$ cat config.mk
export PLATFORM = sky130hd
export DESIGN_NAME = tlb_miss_controller_flat
export DESIGN_NICKNAME = d
export VERILOG_FILES = /design/src/rtl/tlb_pkg.sv /design/src/rtl/tlb_miss_controller_if.sv /design/src/rtl/pt_done_sync.sv /design/src/rtl/tlb_miss_controller.sv /design/src/flat_wrapper.sv
export SDC_FILE = /design/constraint.sdc
export NUM_CORES = 1
export LEC_CHECK = 0
export BUFFER_PORTS_ARGS = -buffer_cell sky130_fd_sc_hd__buf_2
export CAP_MARGIN = 10
export CELL_PAD_IN_SITES_DETAIL_PLACEMENT = 0
export CELL_PAD_IN_SITES_GLOBAL_PLACEMENT = 1
export CORE_MARGIN = 3
export CORE_UTILIZATION = 45
export CTS_BUF_LIST = sky130_fd_sc_hd__clkbuf_8
export CTS_CLUSTER_DIAMETER = 200
export DETAILED_ROUTE_END_ITERATION = 8
export GPL_TIMING_DRIVEN = 1
export PLACE_DENSITY = 0.84
export SLEW_MARGIN = 20
export SYNTH_ARGS = -nofsm -noshare
export SYNTH_HDL_FRONTEND = slang
export SYNTH_SLANG_ARGS = --single-unit
$ cat constraint.sdc
create_clock -name clk -period 2.9 [get_ports clk]
set_clock_uncertainty 0.2 [all_clocks]
set_input_delay 0.145 -clock clk [delete_from_list [all_inputs] [get_ports clk]]
set_output_delay 0.145 -clock clk [all_outputs]
set_load 0.005 [all_outputs]
$ cat src/rtl/tlb_pkg.sv
// Shared types for the TLB miss controller: entry layout and FSM encoding.
package tlb_pkg;

  localparam int TLB_VPN_W = 6;
  localparam int TLB_PPN_W = 2;

  typedef struct packed {
    logic                 valid;
    logic                 dirty;
    logic                 ref_bit;
    logic [TLB_VPN_W-1:0] vpn;
    logic [TLB_PPN_W-1:0] ppn;
  } tlb_entry_t;

  localparam logic [1:0] ST_IDLE       = 2'd0;
  localparam logic [1:0] ST_RESP       = 2'd1;
  localparam logic [1:0] ST_WB_WAIT    = 2'd2;
  localparam logic [1:0] ST_FETCH_WAIT = 2'd3;

endpackage

$ cat src/rtl/tlb_miss_controller_if.sv
// Page-table bus between the miss controller (master) and the page table (slave).
interface tlb_miss_controller_if #(
  parameter int VPN_W = 6,
  parameter int PPN_W = 2
);
  logic             read_write_PT;
  logic [VPN_W-1:0] virtual_page_tag;
  logic             dirty_write_back;
  logic             reference_write_back;
  logic [PPN_W-1:0] physical_page_tag;
  logic             page_fault;
  logic             PT_done;
  logic             dirty_fetched;
  logic             reference_fetched;

  modport master (
    output read_write_PT, virtual_page_tag, dirty_write_back, reference_write_back,
    input  physical_page_tag, page_fault, PT_done, dirty_fetched, reference_fetched
  );

  modport slave (
    input  read_write_PT, virtual_page_tag, dirty_write_back, reference_write_back,
    output physical_page_tag, page_fault, PT_done, dirty_fetched, reference_fetched
  );
endinterface

$ cat src/rtl/pt_done_sync.sv
// Two-flop synchronizer for the page table's async done line, plus a rising-edge pulse.
module pt_done_sync (
  input  logic clk,
  input  logic rst_n,
  input  logic async_in,
  output logic rise
);
  // [0],[1] are the synchronizer; [2] holds the previous synced value for edge detect
  logic [2:0] sync_q;

  always_ff @(posedge clk or negedge rst_n) begin
    if (!rst_n) sync_q <= '0;
    else        sync_q <= {sync_q[1:0], async_in};
  end

  assign rise = sync_q[1] & ~sync_q[2];
endmodule

$ cat src/rtl/tlb_miss_controller.sv
// Fully-associative TLB with miss handling: dirty-victim write-back, then fetch from
// the page table, with a timeout on each page-table transaction.
module tlb_miss_controller
  import tlb_pkg::*;
#(
  parameter int TLB_ENTRIES = 4,
  parameter int VPN_W       = TLB_VPN_W,
  parameter int PPN_W       = TLB_PPN_W,
  parameter int PT_TIMEOUT  = 255
) (
  input  logic             clk,
  input  logic             rst_n,
  input  logic             cpu_req_valid,
  input  logic             cpu_req_write,
  input  logic [VPN_W-1:0] cpu_vpn,
  input  logic             tlb_flush,
  output logic             cpu_req_ready,
  output logic             resp_valid,
  output logic [PPN_W-1:0] resp_ppn,
  output logic             resp_fault,
  output logic             resp_timeout,
  tlb_miss_controller_if.master pt
);
  localparam int IDX_W = $clog2(TLB_ENTRIES);

  tlb_entry_t             tlb [TLB_ENTRIES];
  logic [1:0]             state;
  logic [IDX_W-1:0]       rr, victim;
  logic [VPN_W-1:0]       req_vpn;
  logic                   req_wr;
  logic [7:0]             tmo_cnt;
  logic                   done_rise;

  logic [TLB_ENTRIES-1:0] hit_vec, inv_vec;
  logic [IDX_W-1:0]       hit_idx, inv_idx, victim_sel;
  logic                   hit, any_inv, tmo_hit;

  pt_done_sync u_sync (
    .clk      (clk),
    .rst_n    (rst_n),
    .async_in (pt.PT_done),
    .rise     (done_rise)
  );

  for (genvar i = 0; i < TLB_ENTRIES; i++) begin : g_cam
    assign hit_vec[i] = tlb[i].valid && (tlb[i].vpn == cpu_vpn);
    assign inv_vec[i] = ~tlb[i].valid;
  end

  // Descending scan leaves the lowest matching index
  always_comb begin
    hit_idx = '0;
    inv_idx = '0;
    for (int i = TLB_ENTRIES - 1; i >= 0; i--) begin
      if (hit_vec[i]) hit_idx = IDX_W'(i);
      if (inv_vec[i]) inv_idx = IDX_W'(i);
    end
  end

  assign hit        = |hit_vec;
  assign any_inv    = |inv_vec;
  assign victim_sel = any_inv ? inv_idx : rr;
  assign tmo_hit    = (tmo_cnt == 8'(PT_TIMEOUT - 1));

  // Ready is gated by reset so every output reads 0 while rst_n is low
  assign cpu_req_ready = rst_n & (state == ST_IDLE) & ~tlb_flush;
  assign resp_valid    = (state == ST_RESP);

  always_ff @(posedge clk or negedge rst_n) begin
    if (!rst_n) begin
      state                   <= ST_IDLE;
      rr                      <= '0;
      victim                  <= '0;
      req_vpn                 <= '0;
      req_wr                  <= 1'b0;
      tmo_cnt                 <= '0;
      resp_ppn                <= '0;
      resp_fault              <= 1'b0;
      resp_timeout            <= 1'b0;
      pt.read_write_PT        <= 1'b0;
      pt.virtual_page_tag     <= '0;
      pt.dirty_write_back     <= 1'b0;
      pt.reference_write_back <= 1'b0;
      for (int i = 0; i < TLB_ENTRIES; i++) tlb[i] <= '0;
    end else begin
      case (state)
        ST_IDLE: begin
          if (tlb_flush) begin
            for (int i = 0; i < TLB_ENTRIES; i++) tlb[i].valid <= 1'b0;
          end else if (cpu_req_valid) begin
            req_vpn <= cpu_vpn;
            req_wr  <= cpu_req_write;
            if (hit) begin
              tlb[hit_idx].ref_bit <= 1'b1;
              if (cpu_req_write) tlb[hit_idx].dirty <= 1'b1;
              resp_ppn     <= tlb[hit_idx].ppn;
              resp_fault   <= 1'b0;
              resp_timeout <= 1'b0;
              state        <= ST_RESP;
            end else begin
              victim  <= victim_sel;
              tmo_cnt <= '0;
              if (!any_inv) rr <= rr + 1'b1;
              if (tlb[victim_sel].valid && tlb[victim_sel].dirty) begin
                pt.read_write_PT        <= 1'b1;
                pt.virtual_page_tag     <= tlb[victim_sel].vpn;
                pt.dirty_write_back     <= tlb[victim_sel].dirty;
                pt.reference_write_back <= tlb[victim_sel].ref_bit;
                state                   <= ST_WB_WAIT;
              end else begin
                pt.read_write_PT        <= 1'b0;
                pt.virtual_page_tag     <= cpu_vpn;
                pt.dirty_write_back     <= 1'b0;
                pt.reference_write_back <= 1'b0;
                state                   <= ST_FETCH_WAIT;
              end
            end
          end
        end
        ST_WB_WAIT: begin
          if (done_rise) begin
            tlb[victim].valid       <= 1'b0;
            pt.read_write_PT        <= 1'b0;
            pt.virtual_page_tag     <= req_vpn;
            pt.dirty_write_back     <= 1'b0;
            pt.reference_write_back <= 1'b0;
            tmo_cnt                 <= '0;
            state                   <= ST_FETCH_WAIT;
          end else if (tmo_hit) begin
            resp_ppn     <= '0;
            resp_fault   <= 1'b1;
            resp_timeout <= 1'b1;
            state        <= ST_RESP;
          end else begin
            tmo_cnt <= tmo_cnt + 8'd1;
          end
        end
        ST_FETCH_WAIT: begin
          if (done_rise) begin
            resp_timeout <= 1'b0;
            if (pt.page_fault) begin
              resp_ppn   <= '0;
              resp_fault <= 1'b1;
            end else begin
              tlb[victim] <= '{valid:   1'b1,
                               dirty:   pt.dirty_fetched | req_wr,
                               ref_bit: 1'b1,
                               vpn:     req_vpn,
                               ppn:     pt.physical_page_tag};
              resp_ppn   <= pt.physical_page_tag;
              resp_fault <= 1'b0;
            end
            state <= ST_RESP;
          end else if (tmo_hit) begin
            resp_ppn     <= '0;
            resp_fault   <= 1'b1;
            resp_timeout <= 1'b1;
            state        <= ST_RESP;
          end else begin
            tmo_cnt <= tmo_cnt + 8'd1;
          end
        end
        default: state <= ST_IDLE;
      endcase
    end
  end
endmodule

$ cat src/flat_wrapper.sv
// flat-port wrapper written by rule: the top's interface ports become plain ports
module tlb_miss_controller_flat import tlb_pkg::*;
#(
  parameter int TLB_ENTRIES = 4,
  parameter int VPN_W       = TLB_VPN_W,
  parameter int PPN_W       = TLB_PPN_W,
  parameter int PT_TIMEOUT  = 255
)
  (clk, rst_n, cpu_req_valid, cpu_req_write, cpu_vpn, tlb_flush, cpu_req_ready, resp_valid, resp_ppn, resp_fault, resp_timeout, pt_read_write_PT, pt_virtual_page_tag, pt_dirty_write_back, pt_reference_write_back, pt_physical_page_tag, pt_page_fault, pt_PT_done, pt_dirty_fetched, pt_reference_fetched);
  tlb_miss_controller_if #(.VPN_W(VPN_W), .PPN_W(PPN_W)) pt_i ();
  input  logic clk;
  input  logic rst_n;
  input  logic cpu_req_valid;
  input  logic cpu_req_write;
  input  logic [VPN_W-1:0] cpu_vpn;
  input  logic tlb_flush;
  output logic cpu_req_ready;
  output logic resp_valid;
  output logic [PPN_W-1:0] resp_ppn;
  output logic resp_fault;
  output logic resp_timeout;
  output wire logic [$bits(pt_i.read_write_PT)-1:0] pt_read_write_PT;
  output wire logic [$bits(pt_i.virtual_page_tag)-1:0] pt_virtual_page_tag;
  output wire logic [$bits(pt_i.dirty_write_back)-1:0] pt_dirty_write_back;
  output wire logic [$bits(pt_i.reference_write_back)-1:0] pt_reference_write_back;
  input wire logic [$bits(pt_i.physical_page_tag)-1:0] pt_physical_page_tag;
  input wire logic [$bits(pt_i.page_fault)-1:0] pt_page_fault;
  input wire logic [$bits(pt_i.PT_done)-1:0] pt_PT_done;
  input wire logic [$bits(pt_i.dirty_fetched)-1:0] pt_dirty_fetched;
  input wire logic [$bits(pt_i.reference_fetched)-1:0] pt_reference_fetched;
  assign pt_read_write_PT = pt_i.read_write_PT;
  assign pt_virtual_page_tag = pt_i.virtual_page_tag;
  assign pt_dirty_write_back = pt_i.dirty_write_back;
  assign pt_reference_write_back = pt_i.reference_write_back;
  assign pt_i.physical_page_tag = pt_physical_page_tag;
  assign pt_i.page_fault = pt_page_fault;
  assign pt_i.PT_done = pt_PT_done;
  assign pt_i.dirty_fetched = pt_dirty_fetched;
  assign pt_i.reference_fetched = pt_reference_fetched;
  tlb_miss_controller #(.TLB_ENTRIES(TLB_ENTRIES), .VPN_W(VPN_W), .PPN_W(PPN_W), .PT_TIMEOUT(PT_TIMEOUT)) u_core (.clk(clk), .rst_n(rst_n), .cpu_req_valid(cpu_req_valid), .cpu_req_write(cpu_req_write), .cpu_vpn(cpu_vpn), .tlb_flush(tlb_flush), .cpu_req_ready(cpu_req_ready), .resp_valid(resp_valid), .resp_ppn(resp_ppn), .resp_fault(resp_fault), .resp_timeout(resp_timeout), .pt(pt_i));
endmodule
==> results.toml, run 1 <==
[detailed_routing]
vias_per_cell = 5.745
first_iter_violations = 197
postRouteAntennaNets = 0
remaining_drc_errors = 0
firstDrtPassIters = 5
wirelength_mm = 10.64
num_vias = 3418
detail_route.wl_per_cell_um = 17.88

[logic_synthesis]
synth_top_flop_cell = "dfrtp_1"
syn_inst = 416
ys_seq_area_share_pct = 45.62
synth-async-reset-ratio_pct = 100.0
synth_enable_flop_cells = 0
ys_ff_latch = 80
netlist_area_mm2 = 0.004388
yosysWarnings = 0
synth.distinct_cells = 58
synth.net_count = 435
postSynthAreaPerCell_um2 = 10.55

[power]
pwr-share-clk_pct = 23.1
p_int_mw = 2.341
p_sw_share_pct = 35.97
pwr_density_cell_mw_per_mm2 = 724.6
fin_total_pwr_mw = 3.656
ir_drop_mv = 0.3780
combPwrFrac_pct = 31.5
leakage_nw = 2.263
seqPwrFrac_pct = 45.4
switching_power_mw = 1.315

[grt]
antenna_found_initial = 0
grt_usage_pct = 20.42
grt_overflow = 0
grt_pass1_wl_mm = 17.88
grt_pass1_vias = 3454
grt_max_degree = 48

[layout]
area_growth_pct = 15.00
fillers = 851
drive_gt1_share_pct = 23.82
register_area_mm2 = 0.002002
stdcell_count = 595
antenna_cells = 0
final_nets = 480
multi_input_area_mm2 = 0.002243

[timing]
finalCritPeriodShare_pct = 95.68
max_freq_mhz = 360.4
maxSlewHeadroom_pct = 55.09
hold_violations = 0
tightest_slew_ns = 0.6736
setup_violations = 0
period_minus_slack_ns = 2.775
whs_ns = 0.03688
slew_viol_final = 0

[clocking]
cts_tree = "yes"
clk_pin_slew_worst_paths_ns = 0.09
clkLatencyLatePin_ns = 0.35
h-tree-depth = 3
clockRootBuffer = "clkbuf_8"
numCtsBuffers = 9
clockBufferDepth = 2
post_cts_buffers = 0
clock_sinks = 80

[critical_path]
critPathRequiredTime_ns = 2.95
crit_chain = "dlygate4sd3_1 > buf_2 > xnor2_1 > nand4_1 > nor4_4 > nor4_4 > and2_0 > buf_4 > a221o_1"
cp_data_arrival_time_ns = 2.82
critPathKind = "in -> reg"
slowest_delay_ns = 0.54
cp_common_cell = "nor4_4"
cp-start-kind = "input pin"
end_kind = "flip-flop"
crit_fanout = 9
crit_slowest_cell = "nor4_4"

[floorplanning]
core_mm2 = 0.009371
io_pins = 32
start_util_pct = 46.82
die_h_um = 104.7
die_w_um = 104.7
die-area_mm2 = 0.01097
num_rows = 35

[hold_path]
hold_path_class = "in -> reg"

[placed_design]
io_buffers = 30
dp_hpwl_mm = 7.509
dp.cells = 568
place_congestion = 0.9091

[outcome]
status = "completed"

[job]
maxCapViolCount = 0
-- final cells by class --
cell class / count / share of cell area (%)
well taps: 129 / 3.199
clock buffers: 9 / 2.455
clock inverters: 7 / 1.587
multi-input cells: 298 / 44.46
inverters: 16 / 1.190
flip-flops and latches: 80 / 39.67
repair buffers: 56 / 7.439
-- through the flow --
stage	util [%]	setup TNS [ns]	area [um2]	worst slack (ns)
after floorplan	-	0	4388	0.6341
after global placement	50.28	0	4712	0.2944
after detailed placement	50.28	0	4712	0.2210
after CTS	53.63	0	5026	0.1224
after global routing	53.85	-0.03556	5046	-0.02688
final	53.85	0	5046	0.1252
-- per-layer routing --
layer	track usage [%]	wire length, um	vias up	share of wire (%)
met5	0	0	-	0
met4	5.998	136	0	1.3
met3	3.644	460	11	4.3
met2	32.77	5147	82	48
met1	28.42	4896	1720	46
li1	-	-	1605	-
-- worst paths after layout --
path                       depth (start not counted)  slack, ns                    start                            end
min reg2reg                                        0       0.16  u_core.u_sync.sync_q[0]        u_core.u_sync.sync_q[1]
max reg2reg                                        7       0.23                flip-flop  u_core.pt.virtual_page_tag[4]
min in group asynchronous                          2       0.08                    rst_n              u_core.tmo_cnt[4]
max in group asynchronous                          3       1.45                    rst_n     asynchronous set/reset pin
max                                                9       0.13               cpu_vpn[0]  u_core.pt.virtual_page_tag[4]
min                                                4       0.04            cpu_req_valid              u_core.tmo_cnt[7]
-- cells in the final DEF, fill, tap and decap left out, types with 12 or more instances in the layout --
cell     synthesis  final
nand3_1         12     12
buf_4            1     16
dfrtp_1         80     80
xnor2_1         14     14
nand2_1         34     34
xor2_1          12     12
o21ai_0         28     28
a21oi_1         13     13
buf_2            7     29
mux2_2          33     33
inv_1           16     16
nor2_1          30     30
-- synthesized netlist by cell type (all sizes together) (2+ instances only) --
master,number,share of area [%]
or2,4,0.57
a221oi,5,1.0
and3,2,0.29
mux2,34,8.8
a32oi,2,0.40
nor4,7,2.3
a21boi,4,0.68
nor3,6,0.80
nor2,31,2.8
a31oi,6,1.2
a221o,2,0.46
inv,16,1.4
o22ai,7,1.0
clkbuf,13,1.1
and2,4,0.57
a21o,2,0.34
o31a,2,0.40
nand3,12,1.4
mux4,7,4.2
nor2b,6,0.86
xor2,12,2.4
dfrtp,80,46
a22o,8,1.6
xnor2,14,2.8
nand4,7,1.0
or4,2,0.34
nand2,35,3.1
or3,3,0.43
nand2b,9,1.3
a211oi,4,0.68
a21oi,14,1.7
buf,9,1.2
o21ai,28,3.2
ha,2,0.57
mux2i,6,1.4
-- cell families after synthesis --
| kind of cell | after synthesis | synth area share, % |
|---|---|---|
| simple gates | 129 | 15.83 |
| compound gates | 94 | 14.71 |
| flops | 80 | 45.62 |
| mux | 47 | 14.37 |
| buf+inv | 38 | 3.707 |
| xor+xnor | 26 | 5.190 |
| fa+ha+maj | 2 | 0.5702 |
-- worst max-delay path, delay by kind of cell --
| family | cells | cell delay [ns] |
|---|---|---|
| AOI/OAI and AO/OA | 1 | 0.31 |
| and+or+nand+nor | 4 | 1.24 |
| buffers and inverters | 3 | 0.94 |
| xor gates and xnor gates | 1 | 0.19 |
-- power by group through the flow --
stage | combinational [mW] | clock, mW | sequential, mW
detailed placement | 1.14 | 0 | 1.68
finish | 1.15 | 0.846 | 1.66
floorplan | 0.835 | 0 | 1.60
global placement | 1.12 | 0 | 1.66
CTS | 1.16 | 0.872 | 1.66
global route | 1.29 | 0.915 | 1.71
-- what timing repair did --
action,in CTS,in global routing
setup endpoints to repair,0,2
gates resized for setup,0,2
endpoints found under the hold margin,50,0
hold buffers,11,0
No activity file was read; power rests on OpenSTA's default activity.
==> run 2, diff against run 1 <==
- CORE_ASPECT_RATIO: unset -> 0.6
==> run 2 against run 1 <==
  * Combinational power increased by 3%
  * Non-clock buffer count increased by 3
  * Cell count increased by 0.50%
  * Clock power increased by 10%
  * Sequential power about the same
  * Via count increased by 1.7%
  * Critical endpoint is now u_core.resp_ppn[0]
  * Largest cell class unchanged
  * Largest power group unchanged
==> results.toml, run 2 (synthesis gave the netlist of run 1 again) <==
[detailed_routing]
remaining_drc_errors = 0
met1_length_mm = 6.093
postRouteAntennaNets = 0
num_vias = 3475
route.met2.wl_mm = 4.544
detail_route.wl_per_cell_um = 19.40
first_iter_violations = 335
firstDrtPassIters = 5
routed.top_layer = "met4"
wl_met3_um = 856
vias_per_cell = 5.811
wirelength_mm = 11.60

[power]
leakage_nw = 2.288
pwr_density_cell_mw_per_mm2 = 750.0
seqPwrFrac_pct = 44.2
ir_drop_mv = 0.2844
combPwrFrac_pct = 31.3
p_int_mw = 2.465
switching_power_mw = 1.334
pwr-share-clk_pct = 24.5
p_sw_share_pct = 35.12

[grt]
grt_pass1_vias = 3409
grt_usage_pct = 22.83
grt_overflow = 0
grt_pass1_wl_mm = 18.93
antenna_found_initial = 0
grt_max_degree = 54

[layout]
drive_gt1_share_pct = 23.93
antenna_cells = 0
area_growth_pct = 15.45
final_nets = 483
layout_commonest_cell = "dfrtp_1"
final_cell_mix = "dfrtp_1 (80), nand2_1 (34), mux2_2 (33), nor2_1 (30), buf_2 (29)"

[clocking]
clk_pin_slew_worst_paths_ns = 0.08
clockBufferDepth = 2
clkLatencyLatePin_ns = 0.37
clock_sinks = 80
numCtsBuffers = 9
clockRootBuffer = "clkbuf_8"
post_cts_buffers = 0
cts_tree = "yes"
h-tree-depth = 3

[timing]
whs_ns = 0.03058
setup_violations = 0
tns_ns = 0
maxSlewHeadroom_pct = 50.50
tightest_slew_ns = 0.7425
finalCritPeriodShare_pct = 95.82
slew_viol_final = 0
hold_violations = 0
grt_setup_unrepaired = "no"
max_freq_mhz = 359.9
period_minus_slack_ns = 2.779

[outcome]
status = "completed"

[hold_path]
hold_path_class = "in -> async"

[critical_path]
critPathRequiredTime_ns = 2.94
cp_data_arrival_time_ns = 2.82
end_kind = "flip-flop"
cp-start-kind = "input pin"
critPathKind = "in -> reg"
crit_fanout = 9

[placed_design]
place_congestion = 0.8768
io_buffers = 30
dp_hpwl_mm = 8.390

[floorplanning]
die-area_mm2 = 0.01101
io_pins = 32
num_rows = 27
die_h_um = 82.49
start_util_pct = 47.06
die_w_um = 133.5
core_mm2 = 0.009324

[job]
maxCapViolCount = 0
-- run 2: final cells by class --
type                    count  area [um2]
clock buffers              11       151.4
clock inverters             4       68.82
fillers                   848        4258
inverters                  16       60.06
multi-input cells         298        2223
flip-flops and latches     80        2002
well taps                 130       162.7
repair buffers             59       397.9
-- run 2: routing by layer --
| layer | up-vias | global-route usage (%) |
|---|---|---|
| li1 | 1608 | - |
| met5 | - | 0 |
| met1 | 1719 | 35.53 |
| met2 | 137 | 31.38 |
| met4 | 0 | 5.852 |
| met3 | 11 | 5.751 |
-- run 2: final timing paths --
path,startpoint,end,slack [ns],depth (start not counted)
worst max register to register,flip-flop,u_core.resp_ppn[0],0.23,7
worst max-delay path,cpu_vpn[4],u_core.resp_ppn[0],0.12,9
max in group asynchronous,rst_n,u_core.pt.read_write_PT,1.44,3
worst min register to register,u_core.u_sync.sync_q[0],u_core.u_sync.sync_q[1],0.15,0
min in group clk,cpu_req_valid,u_core.state[0],0.04,5
worst min-delay path,rst_n,u_core.req_wr,0.03,2
-- run 2: metrics by stage --
step	std cells	utilization, %	worst slack, ns	total power [mW]	area, um2
floorplan	416	-	0.6341	2.433	4388
global placement	572	50.79	0.1999	2.805	4736
detailed placement	572	50.79	0.1558	2.854	4736
CTS	598	54.33	0.07417	3.798	5066
global route	598	54.33	0.04152	4.028	5066
finish	598	54.33	0.1213	3.800	5066
-- run 2: critical path: stages --
cell	delay, ns
dlygate4sd3_1	0.54
buf_2	0.18
xnor2_1	0.20
nand4_1	0.29
nor4_4	0.54
nor3_1	0.26
a22o_1	0.29
a211oi_1	0.24
o21ai_0	0.14
-- run 2: power by group through the flow --
stage / combinational, mW / sequential [mW] / clock (mW)
2_1_floorplan: 0.835 / 1.60 / 0
3_5_place_dp: 1.16 / 1.69 / 0
3_3_place_gp: 1.13 / 1.67 / 0
4_1_cts: 1.18 / 1.67 / 0.949
5_1_grt: 1.31 / 1.72 / 0.997
6_report: 1.19 / 1.68 / 0.932
-- run 2: repair_timing --
action	in CTS	in global routing
endpoints found under the setup margin	0	6
hold buffers	11	0
endpoints found under the hold margin	45	0
resized for setup	0	1
